$ cat src/rtl/wshb_arbiter.sv
`default_nettype none
// ============================================================================
//  Module      : wshb_arbiter
//  Description : N-master pipelined Wishbone (B4) arbiter and interconnect in
//                front of a single slave. The owner keeps the bus for its whole
//                cyc period. Arbitration is round-robin or fixed priority. An
//                optional watchdog aborts an owner whose strobes go unanswered.
//  Revision    : 1.0 - initial release
// ============================================================================
module wshb_arbiter #(
    parameter int N_MASTERS = 2,
    parameter int ADDR_W    = 32,
    parameter int DATA_W    = 32,
    parameter int RR_MODE   = 1,
    parameter int TIMEOUT   = 0
) (
    input  logic                            clk,
    input  logic                            rst,
    input  logic [N_MASTERS-1:0]            m_cyc,
    input  logic [N_MASTERS-1:0]            m_stb,
    input  logic [N_MASTERS-1:0]            m_we,
    input  logic [N_MASTERS*ADDR_W-1:0]     m_adr,
    input  logic [N_MASTERS*DATA_W-1:0]     m_dat_ms,
    input  logic [N_MASTERS*(DATA_W/8)-1:0] m_sel,
    input  logic [N_MASTERS*3-1:0]          m_cti,
    input  logic [N_MASTERS*2-1:0]          m_bte,
    output logic [N_MASTERS-1:0]            m_ack,
    output logic [N_MASTERS-1:0]            m_err,
    output logic [N_MASTERS-1:0]            m_rty,
    output logic [DATA_W-1:0]               m_dat_sm,
    output logic                            s_cyc,
    output logic                            s_stb,
    output logic                            s_we,
    output logic [ADDR_W-1:0]               s_adr,
    output logic [DATA_W-1:0]               s_dat_ms,
    output logic [DATA_W/8-1:0]             s_sel,
    output logic [2:0]                      s_cti,
    output logic [1:0]                      s_bte,
    input  logic                            s_ack,
    input  logic                            s_err,
    input  logic                            s_rty,
    input  logic [DATA_W-1:0]               s_dat_sm,
    output logic [N_MASTERS-1:0]            grant,
    output logic                            abort
);

    localparam int c_SEL_W = DATA_W / 8;
    localparam int c_IDX_W = $clog2(N_MASTERS);
    localparam int c_WD_W  = (TIMEOUT > 1) ? $clog2(TIMEOUT) : 1;
    localparam logic [c_WD_W-1:0] c_WD_LIM = c_WD_W'((TIMEOUT > 0) ? TIMEOUT - 1 : 0);

    localparam logic [1:0] c_ST_IDLE  = 2'd0;
    localparam logic [1:0] c_ST_OWNED = 2'd1;
    localparam logic [1:0] c_ST_ABORT = 2'd2;

    logic [1:0]           r_state;
    logic [c_IDX_W-1:0]   r_owner;
    logic [c_IDX_W-1:0]   r_last;
    logic [c_WD_W-1:0]    r_wd;
    logic [N_MASTERS-1:0] r_grant;

    logic [N_MASTERS-1:0] w_req;
    logic [c_IDX_W-1:0]   w_win;
    logic [c_IDX_W-1:0]   w_idx;
    logic                 w_found;
    logic [N_MASTERS-1:0] w_win_1h;
    logic                 w_term;
    logic                 w_stall;
    logic                 w_wd_hit;

    // The releasing owner never competes in the handover it causes
    assign w_req    = (r_state == c_ST_IDLE) ? m_cyc : (m_cyc & ~r_grant);
    assign w_win_1h = {{(N_MASTERS-1){1'b0}}, 1'b1} << w_win;
    assign w_term   = s_ack | s_err | s_rty;
    assign w_stall  = (r_state == c_ST_OWNED) && s_stb && !w_term;
    assign w_wd_hit = (TIMEOUT != 0) && (r_wd == c_WD_LIM);

    // Winner: first requester after r_last (round-robin) or lowest index (fixed)
    always_comb begin
        w_win   = '0;
        w_idx   = '0;
        w_found = 1'b0;
        if (RR_MODE != 0) begin
            for (int k = 1; k <= N_MASTERS; k++) begin
                w_idx = c_IDX_W'((int'(r_last) + k) % N_MASTERS);
                if (!w_found && w_req[w_idx]) begin
                    w_win   = w_idx;
                    w_found = 1'b1;
                end
            end
        end else begin
            for (int k = N_MASTERS - 1; k >= 0; k--) begin
                if (w_req[c_IDX_W'(k)]) begin
                    w_win = c_IDX_W'(k);
                end
            end
        end
    end

    // Ownership state machine, round-robin pointer and stall watchdog
    always_ff @(posedge clk) begin
        if (rst) begin
            r_state <= c_ST_IDLE;
            r_owner <= '0;
            r_last  <= c_IDX_W'(N_MASTERS - 1);
            r_wd    <= '0;
            r_grant <= '0;
        end else begin
            case (r_state)
                c_ST_IDLE: begin
                    r_wd <= '0;
                    if (|m_cyc) begin
                        r_owner <= w_win;
                        r_last  <= w_win;
                        r_grant <= w_win_1h;
                        r_state <= c_ST_OWNED;
                    end
                end
                c_ST_OWNED, c_ST_ABORT: begin
                    if (!m_cyc[r_owner]) begin
                        // Release: hand over directly or fall back to idle
                        r_wd <= '0;
                        if (|w_req) begin
                            r_owner <= w_win;
                            r_last  <= w_win;
                            r_grant <= w_win_1h;
                            r_state <= c_ST_OWNED;
                        end else begin
                            r_grant <= '0;
                            r_state <= c_ST_IDLE;
                        end
                    end else if (r_state == c_ST_OWNED) begin
                        if (w_stall && w_wd_hit) begin
                            r_wd    <= '0;
                            r_state <= c_ST_ABORT;
                        end else if (w_stall && (TIMEOUT != 0)) begin
                            r_wd <= r_wd + 1'b1;
                        end else if (w_term) begin
                            r_wd <= '0;
                        end
                    end
                end
                default: begin
                    r_wd    <= '0;
                    r_grant <= '0;
                    r_state <= c_ST_IDLE;
                end
            endcase
        end
    end

    // Owner pass-through while OWNED; error-terminate pending strobes in ABORT
    always_comb begin
        s_cyc    = 1'b0;
        s_stb    = 1'b0;
        s_we     = 1'b0;
        s_adr    = '0;
        s_dat_ms = '0;
        s_sel    = '0;
        s_cti    = '0;
        s_bte    = '0;
        m_ack    = '0;
        m_err    = '0;
        m_rty    = '0;
        if (r_state == c_ST_OWNED) begin
            s_cyc          = m_cyc[r_owner];
            s_stb          = m_stb[r_owner];
            s_we           = m_we[r_owner];
            s_adr          = m_adr[r_owner*ADDR_W +: ADDR_W];
            s_dat_ms       = m_dat_ms[r_owner*DATA_W +: DATA_W];
            s_sel          = m_sel[r_owner*c_SEL_W +: c_SEL_W];
            s_cti          = m_cti[r_owner*3 +: 3];
            s_bte          = m_bte[r_owner*2 +: 2];
            m_ack[r_owner] = s_ack;
            m_err[r_owner] = s_err;
            m_rty[r_owner] = s_rty;
        end else if (r_state == c_ST_ABORT) begin
            m_err[r_owner] = m_stb[r_owner];
        end
    end

    assign m_dat_sm = s_dat_sm;
    assign grant    = r_grant;
    assign abort    = (r_state == c_ST_ABORT);

endmodule
`default_nettype wire

$ cat config.mk
export PLATFORM = sky130hd
export DESIGN_NAME = wshb_arbiter
export DESIGN_NICKNAME = d
export VERILOG_FILES = /design/src/rtl/wshb_arbiter.sv
export SDC_FILE = /design/constraint.sdc
export NUM_CORES = 1
export LEC_CHECK = 0
export CAP_MARGIN = 20
export CORE_AREA = 2 2 119 121
export CTS_BUF_LIST = sky130_fd_sc_hd__clkbuf_4 sky130_fd_sc_hd__clkbuf_8
export DETAILED_ROUTE_END_ITERATION = 8
export DIE_AREA = 0 0 121 123
export GPL_ROUTABILITY_DRIVEN = 1
export SLEW_MARGIN = 15
export SYNTH_ARGS = -nofsm -noshare
export SYNTH_HDL_FRONTEND = slang
export SYNTH_SLANG_ARGS = --single-unit
$ cat constraint.sdc
create_clock -name clk -period 3.9 [get_ports clk]
set_clock_uncertainty 0.15 [all_clocks]
set_input_delay 0.78 -clock clk [delete_from_list [all_inputs] [get_ports clk]]
set_output_delay 0.78 -clock clk [all_outputs]
set_load 0.005 [all_outputs]
==> metrics.txt <==
# TYPE chip_impl_metric gauge
chip_impl_info{name="status",value="completed"} 1
chip_impl_metric{name="initial_utilization",unit="%"} 12.53
chip_impl_metric{name="worst_slew_pin_slew",unit="ns"} 0.5067
chip_impl_metric{name="grt_pass1_wl",unit="microns"} 12190
chip_impl_metric{name="fmax",unit="GHz"} 0.3125
chip_impl_info{name="critical_path.startpoint",value="m_cyc[0]"} 1
chip_impl_metric{name="cellLeakagePower",unit="nW"} 1.439
chip_impl_info{name="timing.rr.end",value="grant[1]"} 1
chip_impl_metric{name="synth-simple-area-share",unit="%"} 23.11
chip_impl_metric{name="drt-vias-per-instance",unit=""} 3.906
chip_impl_info{name="unrepaired_setup_endpoints_after_global_routing",value="no"} 1
chip_impl_metric{name="finalWorstPathRequiredPeriod",unit="ns"} 3.200
chip_impl_metric{name="first_pass_iteration_count_of_the_detailed_router",unit=""} 5
chip_impl_metric{name="final_cells",unit=""} 617
chip_impl_metric{name="vdd.ir_drop.worst",unit="V"} 0.00007267
chip_impl_metric{name="r2r.worst_path.cells",unit=""} 3
chip_impl_info{name="grt-busiest-layer",value="met2"} 1
chip_impl_metric{name="crit_fanout",unit=""} 6
chip_impl_metric{name="synthesis.nets",unit=""} 427
chip_impl_info{name="regToRegStartpoint",value="r_owner"} 1
chip_impl_metric{name="placement_rows",unit=""} 43
chip_impl_metric{name="grt_max_degree",unit=""} 37
chip_impl_metric{name="slew_headroom",unit="%"} 66.22
chip_impl_metric{name="port_buffer_cells",unit=""} 240
chip_impl_metric{name="postSynthAreaPerCell",unit="sq um"} 7.165
chip_impl_metric{name="ctsHtreeMaxLevel",unit=""} 1
chip_impl_metric{name="ys_ff_latch",unit=""} 5
chip_impl_metric{name="drt_iter0_drc",unit=""} 25
chip_impl_metric{name="post_cts_resize_count",unit=""} 0
chip_impl_metric{name="fp.dieW",unit="microns"} 121
chip_impl_metric{name="cts-buffers-inserted",unit=""} 3
chip_impl_metric{name="ctsHoldBuffers",unit=""} 0
chip_impl_metric{name="grt_antenna_before_repair",unit=""} 1
chip_impl_metric{name="hold_viol_final",unit=""} 0
chip_impl_metric{name="totalNegativeSetupSlack",unit="ns"} 0
chip_impl_metric{name="globalRouteTotalUtil",unit="%"} 10.07
chip_impl_metric{name="cts_buffer_depth",unit=""} 2
chip_impl_metric{name="floorplan.die_area",unit="sq mm"} 0.01488
chip_impl_metric{name="routabilityCongestion",unit=""} 0.7237
chip_impl_metric{name="cts_sinks",unit=""} 5
chip_impl_info{name="setup.worst_path.end",value="s_cyc"} 1
chip_impl_metric{name="synthToLayoutAreaGrowth",unit="%"} 140.1
chip_impl_info{name="synth_top_family_by_area",value="multiplexers"} 1
chip_impl_metric{name="gr-total-overflow",unit=""} 0
chip_impl_metric{name="final_max_slew_viol_count",unit=""} 0
chip_impl_metric{name="antenna_violating_nets_post_route",unit=""} 0
chip_impl_metric{name="design.final.nets",unit=""} 626
chip_impl_info{name="startpoint_type",value="input pin"} 1
chip_impl_metric{name="synth_cells",unit=""} 238
chip_impl_info{name="ctsRootBufferMaster",value="sky130_fd_sc_hd__clkbuf_8"} 1
chip_impl_info{name="cts_tree",value="built"} 1
chip_impl_metric{name="dp_hpwl",unit="microns"} 7501
chip_impl_metric{name="timing.final.crit_share",unit="%"} 82.04
chip_impl_metric{name="critPathRequiredTime",unit="ns"} 2.97
chip_impl_info{name="cp-end-kind",value="primary output"} 1
chip_impl_metric{name="setup-violations-final",unit=""} 0
chip_impl_metric{name="max-cap-violations",unit=""} 0
chip_impl_metric{name="post_synth_xor_area_fraction",unit="%"} 0
chip_impl_metric{name="route.detailed.wl_per_inst",unit="microns"} 13.82
chip_impl_metric{name="remaining_drc_errors",unit=""} 0
chip_impl_metric{name="post-place-cells",unit=""} 612
chip_impl_metric{name="synth-adder-area-share",unit="%"} 0
chip_impl_metric{name="chipHeight",unit="microns"} 123
chip_impl_info{name="crit_type",value="input pin to primary output"} 1
chip_impl_metric{name="routed_wirelength",unit="microns"} 8529
chip_impl_info{name="min_path_type",value="flip-flop to flip-flop"} 1
chip_impl_metric{name="grt.met3_usage",unit="%"} 3.921
chip_impl_metric{name="synth.mux.area_fraction",unit="%"} 44.68
chip_impl_metric{name="post-cts-setup-buffers",unit=""} 0
chip_impl_metric{name="finish.utilization",unit="%"} 30.08
chip_impl_info{name="most_common_cell_after_layout_fill_and_taps_aside",value="sky130_fd_sc_hd__clkdlybuf4s50_1"} 1
chip_impl_metric{name="timing.critical_path.arrival",unit="ns"} 2.27
chip_impl_metric{name="post_synth_instance_area",unit="sq mm"} 0.001705
chip_impl_metric{name="clk-insertion-delay-late",unit="ns"} 0.23
chip_impl_metric{name="met2_usage",unit="%"} 19.77
chip_impl_metric{name="layout-drive-gt1-share",unit="%"} 3.440
chip_impl_metric{name="synth_cell_types",unit=""} 27
chip_impl_metric{name="grt_util_met1",unit="%"} 10.15
chip_impl_metric{name="cellPowerDensity",unit="mW/mm^2"} 170.2
chip_impl_metric{name="ys_seq_area_share",unit="%"} 5.869
chip_impl_info{name="layout.cells.most_common_list",value="sky130_fd_sc_hd__clkdlybuf4s50_1 (240), sky130_fd_sc_hd__nor2_1 (77), sky130_fd_sc_hd__mux2i_1 (75)"} 1
chip_impl_metric{name="synth-compound-area-share",unit="%"} 5.282
chip_impl_metric{name="num_vias",unit=""} 2410
chip_impl_metric{name="pre_cts_slack",unit="ns"} 0.7214
chip_impl_metric{name="top_level_ports",unit=""} 306
chip_impl_metric{name="fin_ws",unit="ns"} 0.7004
chip_impl_metric{name="yosys_warning_total",unit=""} 0
chip_impl_metric{name="core_region_area",unit="sq mm"} 0.01361
chip_impl_metric{name="first_global_vias",unit=""} 2409
chip_impl_metric{name="cts.clk_slew.worst_paths",unit="ns"} 0.03
chip_impl_metric{name="ff2ff_setup_slack",unit="ns"} 2.18
## power by group
| group | internal [W] | switching, W |
|---|---|---|
| Combinational | 0.000344 | 0.000170 |
| Clock | 0.0000774 | 0.0000283 |
| Sequential | 0.0000576 | 0.0000191 |
## through the flow
step	hold slack [ns]	cell area (sq um)	total power (W)
after global routing	0.3621	4091	0.0007438
final	0.3374	4094	0.0006966
after detailed placement	0.3300	4043	0.0005992
after floorplan	0.3058	1705	0.0002851
after global placement	0.3188	4043	0.0005941
after CTS	0.3386	4091	0.0007076
## cell families after synthesis
| kind of cell | count (synthesis) |
|---|---|
| compound gates | 11 |
| buf+inv | 55 |
| flops | 5 |
| mux | 76 |
| other cells | 1 |
| simple gates | 90 |
## worst min path at each step
stage               startpoint  slack (ns)  depth (start not counted)        to
floorplan             grant[0]        0.31                          2  grant[0]
finish                grant[0]        0.34                          2  grant[0]
detailed placement    grant[0]        0.33                          2  grant[0]
global placement      grant[0]        0.32                          2  grant[0]
CTS                   grant[0]        0.34                          2  grant[0]
global route          grant[0]        0.36                          2  grant[0]
## registers in the layout (all words and copies together) (netlist names)
signal and flops:
grant 2, r_last 1, r_owner 1, r_state 1
## critical path, stage by stage
cell	delay [ns]
sky130_fd_sc_hd__clkdlybuf4s50_1	0.62
sky130_fd_sc_hd__mux2_2	0.23
sky130_fd_sc_hd__nand2_1	0.07
sky130_fd_sc_hd__inv_1	0.07
sky130_fd_sc_hd__clkdlybuf4s50_1	0.50
## metal layers
metal | up-vias | share of wire (%)
li1 | 1161 | -
met1 | 1049 | 34
met2 | 182 | 51
met3 | 18 | 14
met4 | 0 | 0.94
met5 | - | 0
## cell type report
class / count / area (sq um)
fill: 1459 / 9518
antenna: 1 / 2.502
multi-input combinational: 178 / 1250
clock buffer: 4 / 48.80
tap: 180 / 225.2
sequential: 5 / 103.9
timing repair buffer: 244 / 2445
inverter: 5 / 18.77
## cell usage after synthesis
library cell | n | area, sq um
sky130_fd_sc_hd__o31ai_1 | 1 | 7.510
sky130_fd_sc_hd__mux2i_1 | 75 | 750.7
sky130_fd_sc_hd__a21oi_1 | 1 | 5.000
sky130_fd_sc_hd__buf_6 | 1 | 11.26
sky130_fd_sc_hd__inv_1 | 5 | 18.77
sky130_fd_sc_hd__conb_1 | 1 | 3.750
sky130_fd_sc_hd__dfxtp_1 | 5 | 100.1
sky130_fd_sc_hd__clkbuf_1 | 2 | 7.510
sky130_fd_sc_hd__nor2_1 | 77 | 289.0
sky130_fd_sc_hd__mux2_2 | 1 | 11.26
sky130_fd_sc_hd__nand2_1 | 2 | 7.510
sky130_fd_sc_hd__and2_1 | 4 | 25.02
sky130_fd_sc_hd__o22ai_1 | 1 | 6.260
sky130_fd_sc_hd__and4bb_4 | 1 | 16.27
sky130_fd_sc_hd__o21bai_1 | 2 | 15.01
sky130_fd_sc_hd__o2bb2ai_1 | 1 | 8.760
sky130_fd_sc_hd__o211ai_1 | 1 | 7.510
sky130_fd_sc_hd__nor3_1 | 1 | 5.000
sky130_fd_sc_hd__nor4b_4 | 1 | 23.77
sky130_fd_sc_hd__nor4b_1 | 1 | 8.760
sky130_fd_sc_hd__o221ai_1 | 1 | 8.760
sky130_fd_sc_hd__buf_2 | 14 | 70.07
sky130_fd_sc_hd__and3_1 | 3 | 18.77
sky130_fd_sc_hd__a22oi_2 | 1 | 12.51
sky130_fd_sc_hd__o21ba_2 | 1 | 10.01
sky130_fd_sc_hd__o31a_1 | 1 | 8.760
sky130_fd_sc_hd__buf_4 | 33 | 247.7
Power figures use the tool's default switching activity.
